## src/rtl/pipeline_hazard_ctrl.sv

```systemverilog
`default_nettype none
// ============================================================================
// pipeline_hazard_ctrl - RAW/branch/memory-wait stall and flush control
// Rev 1.0
// ============================================================================
module pipeline_hazard_ctrl (
    input  logic        CLK,
    input  logic        RST,
    input  logic [3:0]  ID_Src1,
    input  logic [3:0]  ID_Src2,
    input  logic        ID_Two_Src,
    input  logic [3:0]  EXE_Dest,
    input  logic [3:0]  MEM_Dest,
    input  logic        EXE_WB_EN,
    input  logic        MEM_WB_EN,
    input  logic        EXE_MEM_R_EN,
    input  logic        Fwd_EN,
    input  logic        Branch_Taken,
    input  logic        Mem_Req,
    input  logic        Mem_Ready,
    output logic        IF_Freeze,
    output logic        ID_Freeze,
    output logic        EXE_Freeze,
    output logic        MEM_Freeze,
    output logic        IF_Flush,
    output logic        ID_Flush,
    output logic        Hazard,
    output logic        Mem_Timeout,
    output logic [15:0] Stall_Count,
    output logic [1:0]  State
);

    typedef enum logic [1:0] {
        ST_RUN      = 2'd0,
        ST_MEM_WAIT = 2'd1,
        ST_FLUSH    = 2'd2
    } state_t;

    state_t      state;
    state_t      state_next;
    logic [7:0]  wait_cnt;
    logic        exe_hit;
    logic        mem_hit;
    logic        raw_hazard;
    logic        mem_stall;
    logic        any_freeze;

    always_comb begin
        exe_hit    = EXE_WB_EN && ((EXE_Dest == ID_Src1) ||
                                   (ID_Two_Src && (EXE_Dest == ID_Src2)));
        mem_hit    = MEM_WB_EN && ((MEM_Dest == ID_Src1) ||
                                   (ID_Two_Src && (MEM_Dest == ID_Src2)));
        // With forwarding only a load in EXE cannot be bypassed in time
        raw_hazard = Fwd_EN ? (exe_hit && EXE_MEM_R_EN) : (exe_hit || mem_hit);
        mem_stall  = Mem_Req && !Mem_Ready;
    end

    always_comb begin
        IF_Freeze  = 1'b0;
        ID_Freeze  = 1'b0;
        EXE_Freeze = 1'b0;
        MEM_Freeze = 1'b0;
        IF_Flush   = 1'b0;
        ID_Flush   = 1'b0;
        Hazard     = 1'b0;
        state_next = state;

        if (!RST) begin
            ID_Flush   = 1'b1;
            state_next = ST_RUN;
        end else begin
            case (state)
                ST_RUN: begin
                    if (mem_stall) begin
                        IF_Freeze  = 1'b1;
                        ID_Freeze  = 1'b1;
                        EXE_Freeze = 1'b1;
                        MEM_Freeze = 1'b1;
                        state_next = ST_MEM_WAIT;
                    end else if (Branch_Taken) begin
                        IF_Flush   = 1'b1;
                        ID_Flush   = 1'b1;
                        state_next = ST_FLUSH;
                    end else if (raw_hazard) begin
                        IF_Freeze  = 1'b1;
                        ID_Freeze  = 1'b1;
                        ID_Flush   = 1'b1;
                        Hazard     = 1'b1;
                    end
                end
                ST_MEM_WAIT: begin
                    // Branch and RAW inputs are stale here; the frozen stages replay them
                    if (!Mem_Ready) begin
                        IF_Freeze  = 1'b1;
                        ID_Freeze  = 1'b1;
                        EXE_Freeze = 1'b1;
                        MEM_Freeze = 1'b1;
                    end else begin
                        state_next = ST_RUN;
                    end
                end
                ST_FLUSH: begin
                    if (mem_stall) begin
                        IF_Freeze  = 1'b1;
                        ID_Freeze  = 1'b1;
                        EXE_Freeze = 1'b1;
                        MEM_Freeze = 1'b1;
                        state_next = ST_MEM_WAIT;
                    end else begin
                        state_next = ST_RUN;
                    end
                end
                default: state_next = ST_RUN;
            endcase
        end
    end

    assign any_freeze = IF_Freeze || ID_Freeze || EXE_Freeze || MEM_Freeze;
    assign State      = state;

    always_ff @(posedge CLK) begin
        if (!RST) begin
            state       <= ST_RUN;
            wait_cnt    <= 8'd0;
            Stall_Count <= 16'd0;
            Mem_Timeout <= 1'b0;
        end else begin
            state <= state_next;

            if ((state != ST_MEM_WAIT) && (state_next == ST_MEM_WAIT)) begin
                wait_cnt <= 8'd0;
            end else if ((state == ST_MEM_WAIT) && (wait_cnt != 8'hFF)) begin
                wait_cnt <= wait_cnt + 8'd1;
            end

            // Sticky: set on the edge where the counter lands on 255
            if ((state == ST_MEM_WAIT) && (wait_cnt == 8'hFE)) begin
                Mem_Timeout <= 1'b1;
            end

            if (any_freeze && (Stall_Count != 16'hFFFF)) begin
                Stall_Count <= Stall_Count + 16'd1;
            end
        end
    end

endmodule
`default_nettype wire

```

## config.mk

```make
export PLATFORM = sky130hd
export DESIGN_NAME = pipeline_hazard_ctrl
export DESIGN_NICKNAME = d
export VERILOG_FILES = /design/src/rtl/pipeline_hazard_ctrl.sv
export SDC_FILE = /design/constraint.sdc
export NUM_CORES = 1
export LEC_CHECK = 0
export ABC_CLOCK_PERIOD_IN_PS = 6500
export CAP_MARGIN = 30
export CORE_MARGIN = 2
export CORE_UTILIZATION = 25
export DETAILED_ROUTE_END_ITERATION = 7
export PLACE_DENSITY_LB_ADDON = 0.3
export SLEW_MARGIN = 20
export SYNTH_ARGS = -nofsm -noshare
export SYNTH_HDL_FRONTEND = slang
export SYNTH_SLANG_ARGS = --single-unit
```

## constraint.sdc

```tcl
create_clock -name CLK -period 6.5 [get_ports CLK]
set_clock_uncertainty 0.05 [all_clocks]
set_input_delay 1.625 -clock CLK [delete_from_list [all_inputs] [get_ports CLK]]
set_output_delay 1.625 -clock CLK [all_outputs]
set_load 0.01 [all_outputs]
```

==> flow_metrics.tcl, run 1 <==
set metrics [dict create \
    grt-ovfl-total 0 \
    setup_viol_count_final 0 \
    largest_net_degree_at_the_start_of_global_routing 24 \
    critical_path_peak_fanout 5 \
    layout.cells.non_filler 329 \
    min_period_over_period 0.8290 \
    crit_path_max_incr_delay_ns 0.55 \
    worst_hold_slack_ns 0.4279 \
    endpoint_kind "output port" \
    synth.mux.area_fraction 0.08241 \
    max_slew.worst_pin.slew_ns 0.7157 \
    post_synth_top_cells "27 x sky130_fd_sc_hd__dfxtp_1, 27 x sky130_fd_sc_hd__nand2_1, 18 x sky130_fd_sc_hd__xnor2_1, 15 x sky130_fd_sc_hd__nor2_1, 14 x sky130_fd_sc_hd__mux2i_1" \
    place.gp.congestion 0.7654 \
    post_synth_inst_count 200 \
    tritoncts_clock_tree "yes" \
    postSynthNetCount 229 \
    synth_xor_area_frac 0.1133 \
    detail_route.vias_per_cell 4.754 \
    x_dimension_of_the_die_um 86.47 \
    cts_setup_buffers 0 \
    dp.cells 325 \
    grt_setup_unrepaired "false" \
    clockRootBuffer "sky130_fd_sc_hd__clkbuf_8" \
    grt_pass1_vias 1489 \
    clock_tree.buffer_depth 2 \
    cts_max_level 1 \
    synth_cell_types 42 \
    netlist.top_cell.by_area "sky130_fd_sc_hd__dfxtp_1" \
    globalRouteMet3Util 0.01333 \
    min_path_type "flop to flop" \
    power.density_cell_area_nw_per_um2 140.8 \
    timing.final.max_slew_violations 0 \
    yosys.area.top_type_share 0.3179 \
    wirelength_um 4243 \
    power.static_leakage_nw 0.7733 \
    synth-edff-count 0 \
    max_freq_mhz 185.6 \
    worst_path_most_repeated_cell "sky130_fd_sc_hd__clkdlybuf4s50_1" \
    finish.net_count 279 \
    floorplan.die_area_um2 7477 \
    cts.clk_slew.worst_paths_ns 0.09 \
    detail_route.drc_violations 0 \
    antenna_found_initial 0 \
    top_level_ports 52 \
    vias 1564 \
    synth-compound-area-share 0.1523 \
    met2_track_utilization_from_global_routing 0.1790 \
    async_reset_ff_frac 0 \
    insertedDiodeCount 0 \
    max_cap_viol_count 0 \
    slew-limit-headroom 0.5228 \
    avgRoutedWirePerCell_um 12.90 \
    ctsResizeCount 0 \
    grt_usage 0.1112 \
    path_cells "clkdlybuf4s50_1, xnor2_1, nand4_1, o22ai_1, o211ai_1, nand2_1, clkdlybuf4s50_1" \
    setup-tns-final_ns 0 \
    gr-max-usage-layer "met2" \
    layout-area-overhead-vs-synth_pct 35.98 \
    worst-setup-path-type "input pin to output port" \
    initial_utilization 0.2545 \
    clock_insertion_delay_worst_skew_ns 0.27 \
    synth.area.top_cells "sky130_fd_sc_hd__dfxtp_1 32%, sky130_fd_sc_hd__xnor2_1 9.3%, sky130_fd_sc_hd__mux2i_1 8.2%, sky130_fd_sc_hd__nand2_1 6.0%, sky130_fd_sc_hd__nand2b_1 3.3%" \
    dp.final_hpwl_um 3223 \
    synth-adder-area-share 0.02208 \
    cts_inserted_buffers 3 \
    cts.sinks 27 \
    min_period_ns 5.388 \
    layout-drive-gt1-share 0.05622 \
    combinational_family_with_the_most_area_after_synthesis "simple AND/OR/NAND/NOR gates" \
    io_buffer_count 51 \
    num_rows 30 \
    floorplan.die.height_um 86.47 \
    grt_first_pass_wirelength_um 6831 \
    cp.arrival_ns 3.71 \
    drt_pre_antenna_iters 4 \
    yosysWarnings 0 \
    synth_simple_gate_area_share 0.2664 \
    drtIter0Drc 56 \
    synthesis.area_per_instance_um2 8.502 \
    mappedNetlistArea_um2 1700 \
    hold_buf_cts 0 \
    ys_seq_elements 27 \
    drt.antenna.violating_nets 0 \
    slowest_stage "sky130_fd_sc_hd__clkdlybuf4s50_1" \
    final_hold_viols 0 \
    worstSetupStartpointType "input pin" \
    ys.flop_type "sky130_fd_sc_hd__dfxtp_1" \
    vdd_drop_max_v 0.00006833 \
    core_area_um2 6681 \
    seq_area_frac_synth 0.3179 \
    met1_usage 0.1542 \
    result_of_the_run "finished, final reports clean" \
    cp.required_ns 4.83 \
]
area by class of cell:
class                   instances  area, um^2
fillers                       715        4369
inverters                       7       26.28
well taps                      80       100.1
multi-input cells             159        1082
repair buffers                 52       518.0
clock buffers                   4       45.04
flip-flops and latches         27       540.5
final timing paths:
check                                   start                      endpoint  depth (start not counted)  slack [ns]
setup reg to reg  Stall_Count[3]$_SDFFE_PN0P_  Stall_Count[11]$_SDFFE_PN0P_                          6        4.04
hold reg to reg      Mem_Timeout$_SDFFE_PN0P_      Mem_Timeout$_SDFFE_PN0P_                          1        0.43
hold / removal       Mem_Timeout$_SDFFE_PN0P_      Mem_Timeout$_SDFFE_PN0P_                          1        0.43
setup / recovery                   ID_Src1[2]                     IF_Freeze                          7        1.11
where the power goes:
part	internal [mW]	total (mW)	switching, mW
clock network	0.0439	0.0959	0.0520
registers	0.167	0.170	0.00269
logic	0.0320	0.0598	0.0277
layout by cell type, fill, tap and decap left out, types with 2 or more instances in the layout:
master | synthesis | routed
sky130_fd_sc_hd__xnor2_1 | 18 | 18
sky130_fd_sc_hd__a21oi_2 | 5 | 5
sky130_fd_sc_hd__o21ai_0 | 4 | 4
sky130_fd_sc_hd__and3_1 | 5 | 5
sky130_fd_sc_hd__o21ai_1 | 3 | 3
sky130_fd_sc_hd__dfxtp_1 | 27 | 27
sky130_fd_sc_hd__a21oi_1 | 5 | 5
sky130_fd_sc_hd__ha_1 | 3 | 3
sky130_fd_sc_hd__nand2_1 | 27 | 27
sky130_fd_sc_hd__nand2b_1 | 9 | 9
sky130_fd_sc_hd__xor2_1 | 4 | 4
sky130_fd_sc_hd__inv_1 | 7 | 7
sky130_fd_sc_hd__nor3_1 | 4 | 4
sky130_fd_sc_hd__o21a_1 | 2 | 2
sky130_fd_sc_hd__nor2_1 | 15 | 15
sky130_fd_sc_hd__nand3_1 | 11 | 11
sky130_fd_sc_hd__mux2i_1 | 14 | 14
sky130_fd_sc_hd__a211oi_1 | 4 | 4
sky130_fd_sc_hd__nand4_1 | 7 | 7
sky130_fd_sc_hd__a2111oi_0 | 2 | 2
sky130_fd_sc_hd__clkbuf_8 | 1 | 3
sky130_fd_sc_hd__clkdlybuf4s50_1 | 0 | 51
registers in the layout, indices dropped and copies added, names as in the netlist:
| name | count |
|---|---|
| Stall_Count | 16 |
| Mem_Timeout | 1 |
| wait_cnt | 8 |
| State | 2 |
critical path, delay by kind of cell:
kind | cells | cell delay (ns)
xor+xnor | 1 | 0.15
buf+inv | 2 | 1.06
compound gates | 2 | 0.60
simple gates | 2 | 0.27
through the flow:
step                      power [mW]  area [um^2]  worst slack (ns)  utilization
after detailed placement      0.2336         2267             1.124       0.3393
after global routing          0.3419         2312            0.9046       0.3461
after floorplan               0.2034         1700             2.104            -
after CTS                     0.3302         2312             1.111       0.3461
after global placement        0.2334         2267             1.117       0.3393
final                         0.3255         2312             1.112       0.3461
per-layer routing:
layer	vias up	wire length, um
met3	2	237
li1	809	-
met1	715	2084
met4	0	37
met2	38	1884
met5	-	0
logic make-up (layout without fill, tap and decap cells):
kind of cell	count (synthesis)	after routing
AND/OR/NAND/NOR	87	87
AO/OA/AOI/OAI	33	33
multiplexers	14	14
adder cells (fa/ha/maj)	3	3
buffers and inverters	14	63
XOR/XNOR	22	22
flip-flops	27	27
No activity file was read; power rests on OpenSTA's default activity.
==> inputs of run 2 (changes only) <==
- ABC_CLOCK_PERIOD_IN_PS: 6500 -> 5100
- clock period: 6.5 -> 5.1 ns (I/O delays scaled with it)
==> flow_metrics.tcl, run 2 (synthesis results as in run 1) <==
set metrics [dict create \
    grt_setup_unrepaired "false" \
    drtIter0Drc 93 \
    num_rows 30 \
    avgRoutedWirePerCell_um 12.77 \
    insertedDiodeCount 0 \
    floorplan.die.height_um 86.47 \
    setup_viol_count_final 0 \
    hold_buf_cts 0 \
    place.gp.congestion 0.7688 \
    largest_net_degree_at_the_start_of_global_routing 24 \
    io_buffer_count 51 \
    cts_max_level 1 \
    most-common-layout-cells "51 x sky130_fd_sc_hd__clkdlybuf4s50_1, 27 x sky130_fd_sc_hd__dfxtp_1, 27 x sky130_fd_sc_hd__nand2_1" \
    x_dimension_of_the_die_um 86.47 \
    grt_first_pass_wirelength_um 6817 \
    worst_path_most_repeated_cell "sky130_fd_sc_hd__clkdlybuf4s50_1" \
    critical_path_peak_fanout 5 \
    setup-tns-final_ns 0 \
    cts_setup_buffers 0 \
    core_area_um2 6681 \
    worst-setup-path-type "input pin to output port" \
    vias 1573 \
    min_period_ns 4.733 \
    route.met3.wl_um 178 \
    power.density_cell_area_nw_per_um2 180.2 \
    worstPathBufferInverterCount 2 \
    registers.top_by_ff_count "Stall_Count" \
    detail_route.drc_violations 0 \
    largest_register_ff_count 16 \
    place_worst_setup_slack_ns 0.3853 \
    detail_route.vias_per_cell 4.767 \
    max_freq_mhz 211.3 \
    min_period_over_period 0.9281 \
    clockRootBuffer "sky130_fd_sc_hd__clkbuf_8" \
    ctsResizeCount 0 \
    crit_path_max_incr_delay_ns 0.62 \
    floorplan.die_area_um2 7477 \
    path_cells "clkdlybuf4s50_1, xnor2_1, nand3_1, o32ai_4, nor2_1, nor4_1, clkdlybuf4s50_1" \
    drt_pre_antenna_iters 4 \
    result_of_the_run "finished, final reports clean" \
    slowest_stage "sky130_fd_sc_hd__clkdlybuf4s50_1" \
    grt_usage 0.1111 \
    mostFrequentLayoutCell "sky130_fd_sc_hd__clkdlybuf4s50_1" \
    wl_met2_um 1857 \
    clock_insertion_delay_worst_skew_ns 0.27 \
    cts_inserted_buffers 3 \
    power.static_leakage_nw 0.7808 \
    min_path_type "flop to flop" \
    tritoncts_clock_tree "yes" \
    max_cap_viol_count 0 \
    cts.clk_slew.worst_paths_ns 0.10 \
    layout-area-overhead-vs-synth_pct 36.50 \
    endpoint_kind "output port" \
    worstSetupStartpointType "input pin" \
    top_level_ports 52 \
    cp.arrival_ns 3.41 \
    initial_utilization 0.2545 \
    nFillCells 699 \
    wirelength_met1_um 2138 \
    routed.top_layer "met4" \
    max_slew.worst_pin.slew_ns 0.7347 \
    layout-drive-gt1-share 0.06400 \
    final_hold_viols 0 \
    finish.net_count 280 \
    cp.required_ns 3.77 \
    critPathTopFamily "buffers and inverters" \
    wirelength_um 4213 \
    setup_ws_ns 0.3665 \
    drt.antenna.violating_nets 0 \
    grt-ovfl-total 0 \
    antenna_found_initial 0 \
    vdd_drop_max_v 0.00009027 \
    grt_pass1_vias 1477 \
    dp.final_hpwl_um 3162 \
    timing.final.max_slew_violations 0 \
    clock_tree.buffer_depth 2 \
    slew-limit-headroom 0.5102 \
    cts.sinks 27 \
]
## run 2: changes by cell type in the layout (fill, tap and decap cells not counted), sizes merged
| cell | before | now |
|---|---|---|
| buf | 1 | 2 |
| clkinv | 0 | 1 |
| clkbuf | 4 | 3 |
## run 2: per-layer routing
layer	vias to the layer above	global-route usage
met5	-	0
met4	0	0.03835
met3	2	0.01333
met2	36	0.1769
met1	730	0.1551
li1	805	-
## run 2: stage by stage
| stage | instance area, um^2 | util | instances | power, mW | hold WS, ns |
|---|---|---|---|---|---|
| 6_report | 2321 | 0.3474 | 330 | 0.4182 | 0.4324 |
| 5_1_grt | 2321 | 0.3474 | 330 | 0.4416 | 0.4657 |
| 4_1_cts | 2321 | 0.3474 | 330 | 0.4224 | 0.4368 |
| 3_5_place_dp | 2275 | 0.3404 | 326 | 0.2983 | 0.4130 |
| 3_3_place_gp | 2275 | 0.3404 | 326 | 0.2979 | 0.4055 |
| 2_1_floorplan | 1700 | - | 200 | 0.2592 | 0.4202 |
## run 2: final timing paths
kind / from / end / slack, ns / cells past startpoint
worst max-delay path: MEM_Dest[3] / Hazard / 0.37 / 7
worst min-delay path: Mem_Timeout$_SDFFE_PN0P_ / Mem_Timeout$_SDFFE_PN0P_ / 0.43 / 1
worst max register to register: Stall_Count[0]$_SDFFE_PN0P_ / Stall_Count[13]$_SDFFE_PN0P_ / 2.66 / 6
worst min register to register: Mem_Timeout$_SDFFE_PN0P_ / Mem_Timeout$_SDFFE_PN0P_ / 0.43 / 1
## run 2: power by group
part	switching (mW)	internal, mW
clock network	0.0701	0.0548
logic	0.0353	0.0414
registers	0.00351	0.213
## run 2: layout make-up
type | count | area, um^2 | area share
multi-input combinational | 159 | 1082 | 0.4663
clock buffer | 3 | 41.29 | 0.01779
sequential | 27 | 540.5 | 0.2329
tap | 80 | 100.1 | 0.04313
inverter | 7 | 26.28 | 0.01132
clock inverter | 1 | 5.005 | 0.002156
timing repair buffer | 53 | 525.5 | 0.2264
## run 2: worst reg2reg max path, stage by stage, from the launching register on
cell and delay, ns:
sky130_fd_sc_hd__dfxtp_1 0.45, sky130_fd_sc_hd__ha_1 0.30, sky130_fd_sc_hd__nand4_4 0.16, sky130_fd_sc_hd__or4_4 0.58, sky130_fd_sc_hd__nand2_1 0.40, sky130_fd_sc_hd__a2111oi_0 0.23, sky130_fd_sc_hd__mux2i_1 0.16
==> inputs of run 3 (changes only) <==
- ABC_CLOCK_PERIOD_IN_PS: 5100 -> 5370
- CAP_MARGIN: 30 -> default
- SLEW_MARGIN: 20 -> default
- clock period: 5.1 -> 5.37 ns (I/O delays scaled with it)
==> flow_metrics.tcl, run 3 (synthesis results as in run 1) <==
set metrics [dict create \
    worstSetupStartpointType "input pin" \
    clock_tree.buffer_depth 2 \
    clock_insertion_delay_worst_skew_ns 0.27 \
    worst-setup-path-type "input pin to output port" \
    min_period_over_period 0.9056 \
    hold_path_startpoint "Mem_Timeout$_SDFFE_PN0P_" \
    floorplan.die_area_um2 7477 \
    largest_register_ff_count 16 \
    detail_route.drc_violations 0 \
    antenna_found_initial 0 \
    cts_setup_buffers 0 \
    grt_usage 0.1135 \
    io_buffer_count 51 \
    post-route-util 0.3461 \
    clockRootBuffer "sky130_fd_sc_hd__clkbuf_8" \
    total_power_mw 0.3957 \
    avgRoutedWirePerCell_um 12.87 \
    drt_pre_antenna_iters 4 \
    insertedDiodeCount 0 \
    final_hold_viols 0 \
    mostFrequentLayoutCell "sky130_fd_sc_hd__clkdlybuf4s50_1" \
    cts_max_level 1 \
    x_dimension_of_the_die_um 86.47 \
    result_of_the_run "finished, final reports clean" \
    min_delay_path_depth 1 \
    tritoncts_clock_tree "yes" \
    r2r.worst_path.cells 6 \
    cp.required_ns 3.98 \
    min_path_type "flop to flop" \
    drt.antenna.violating_nets 0 \
    power.static_leakage_nw 0.7733 \
    dp.final_hpwl_um 3176 \
    setup_viol_count_final 0 \
    drtIter0Drc 81 \
    ctsResizeCount 0 \
    timing.final.max_slew_violations 0 \
    num_rows 30 \
    setup.worst_path.start "ID_Src2[0]" \
    max_cap_viol_count 0 \
    core_area_um2 6681 \
    path_cells "clkdlybuf4s50_1, xnor2_1, nand3_1, o32ai_4, nor2_1, nor4_1, clkdlybuf4s50_1" \
    max_freq_mhz 205.6 \
    registers.top_by_ff_count "Stall_Count" \
    worst_hold_slack_ns 0.4258 \
    most-common-layout-cells "51 x sky130_fd_sc_hd__clkdlybuf4s50_1, 27 x sky130_fd_sc_hd__dfxtp_1, 27 x sky130_fd_sc_hd__nand2_1" \
    place.gp.congestion 0.7677 \
    rrSetupSlack_ns 2.90 \
    cts.clk_slew.worst_paths_ns 0.09 \
    rr_startpoint "Stall_Count[0]$_SDFFE_PN0P_" \
    grt-ovfl-total 0 \
    finish.net_count 279 \
    critical_path_peak_fanout 5 \
    grt_pass1_vias 1482 \
    setup-tns-final_ns 0 \
    power.density_cell_area_nw_per_um2 171.1 \
    slew-limit-headroom 0.5226 \
    min_period_ns 4.863 \
    cts.sinks 27 \
    layout-area-overhead-vs-synth_pct 35.98 \
    top_level_ports 52 \
    grt_first_pass_wirelength_um 7017 \
    largest_net_degree_at_the_start_of_global_routing 29 \
    wirelength_um 4235 \
    max_slew.worst_pin.slew_ns 0.7162 \
    floorplan.die.height_um 86.47 \
    grt_setup_unrepaired "false" \
    initial_utilization 0.2545 \
    cts_inserted_buffers 3 \
    vdd_drop_max_v 0.00008092 \
    endpoint_kind "output port" \
    crit_path_max_incr_delay_ns 0.61 \
    slowest_stage "sky130_fd_sc_hd__clkdlybuf4s50_1" \
    detail_route.vias_per_cell 4.748 \
    worst_path_most_repeated_cell "sky130_fd_sc_hd__clkdlybuf4s50_1" \
    vias 1562 \
    layout-drive-gt1-share 0.05622 \
    hold_buf_cts 0 \
    cp.arrival_ns 3.47 \
]
==> run 3: final cells by class <==
cell class              instances  area, um^2
inverters                       7       26.28
multi-input cells             159        1082
fillers                       704        4369
flip-flops and latches         27       540.5
well taps                      80       100.1
repair buffers                 52       518.0
clock buffers                   4       45.04
==> run 3: per-layer routing <==
| layer | up-vias | share of wire | global-route usage |
|---|---|---|---|
| li1 | 806 | - | - |
| met1 | 714 | 0.52 | 0.1634 |
| met2 | 40 | 0.42 | 0.1776 |
| met3 | 2 | 0.046 | 0.01524 |
| met4 | 0 | 0.0064 | 0.03125 |
| met5 | - | 0 | 0 |
==> run 3: worst paths after layout <==
path                                  endpoint
setup / recovery                        Hazard
hold reg to reg       Mem_Timeout$_SDFFE_PN0P_
setup reg to reg  Stall_Count[11]$_SDFFE_PN0P_
hold / removal        Mem_Timeout$_SDFFE_PN0P_
==> run 3: stage by stage <==
step	instances	instance area [um^2]	worst slack [ns]
finish	329	2312	0.5072
global route	329	2312	0.3898
CTS	329	2312	0.5047
detailed placement	325	2267	0.5135
global placement	325	2267	0.5402
floorplan	200	1700	1.539
==> run 3: worst max-delay path, delay by kind of cell <==
| family | cells | cell delay [ns] |
|---|---|---|
| AO/OA/AOI/OAI | 1 | 0.38 |
| XOR/XNOR | 1 | 0.13 |
| AND/OR/NAND/NOR | 3 | 0.49 |
| buffers and inverters | 2 | 1.13 |
==> run 3: power by group <==
| group | switching (mW) | internal [mW] |
|---|---|---|
| clock network | 0.0648 | 0.0532 |
| logic | 0.0332 | 0.0388 |
| registers | 0.00336 | 0.202 |
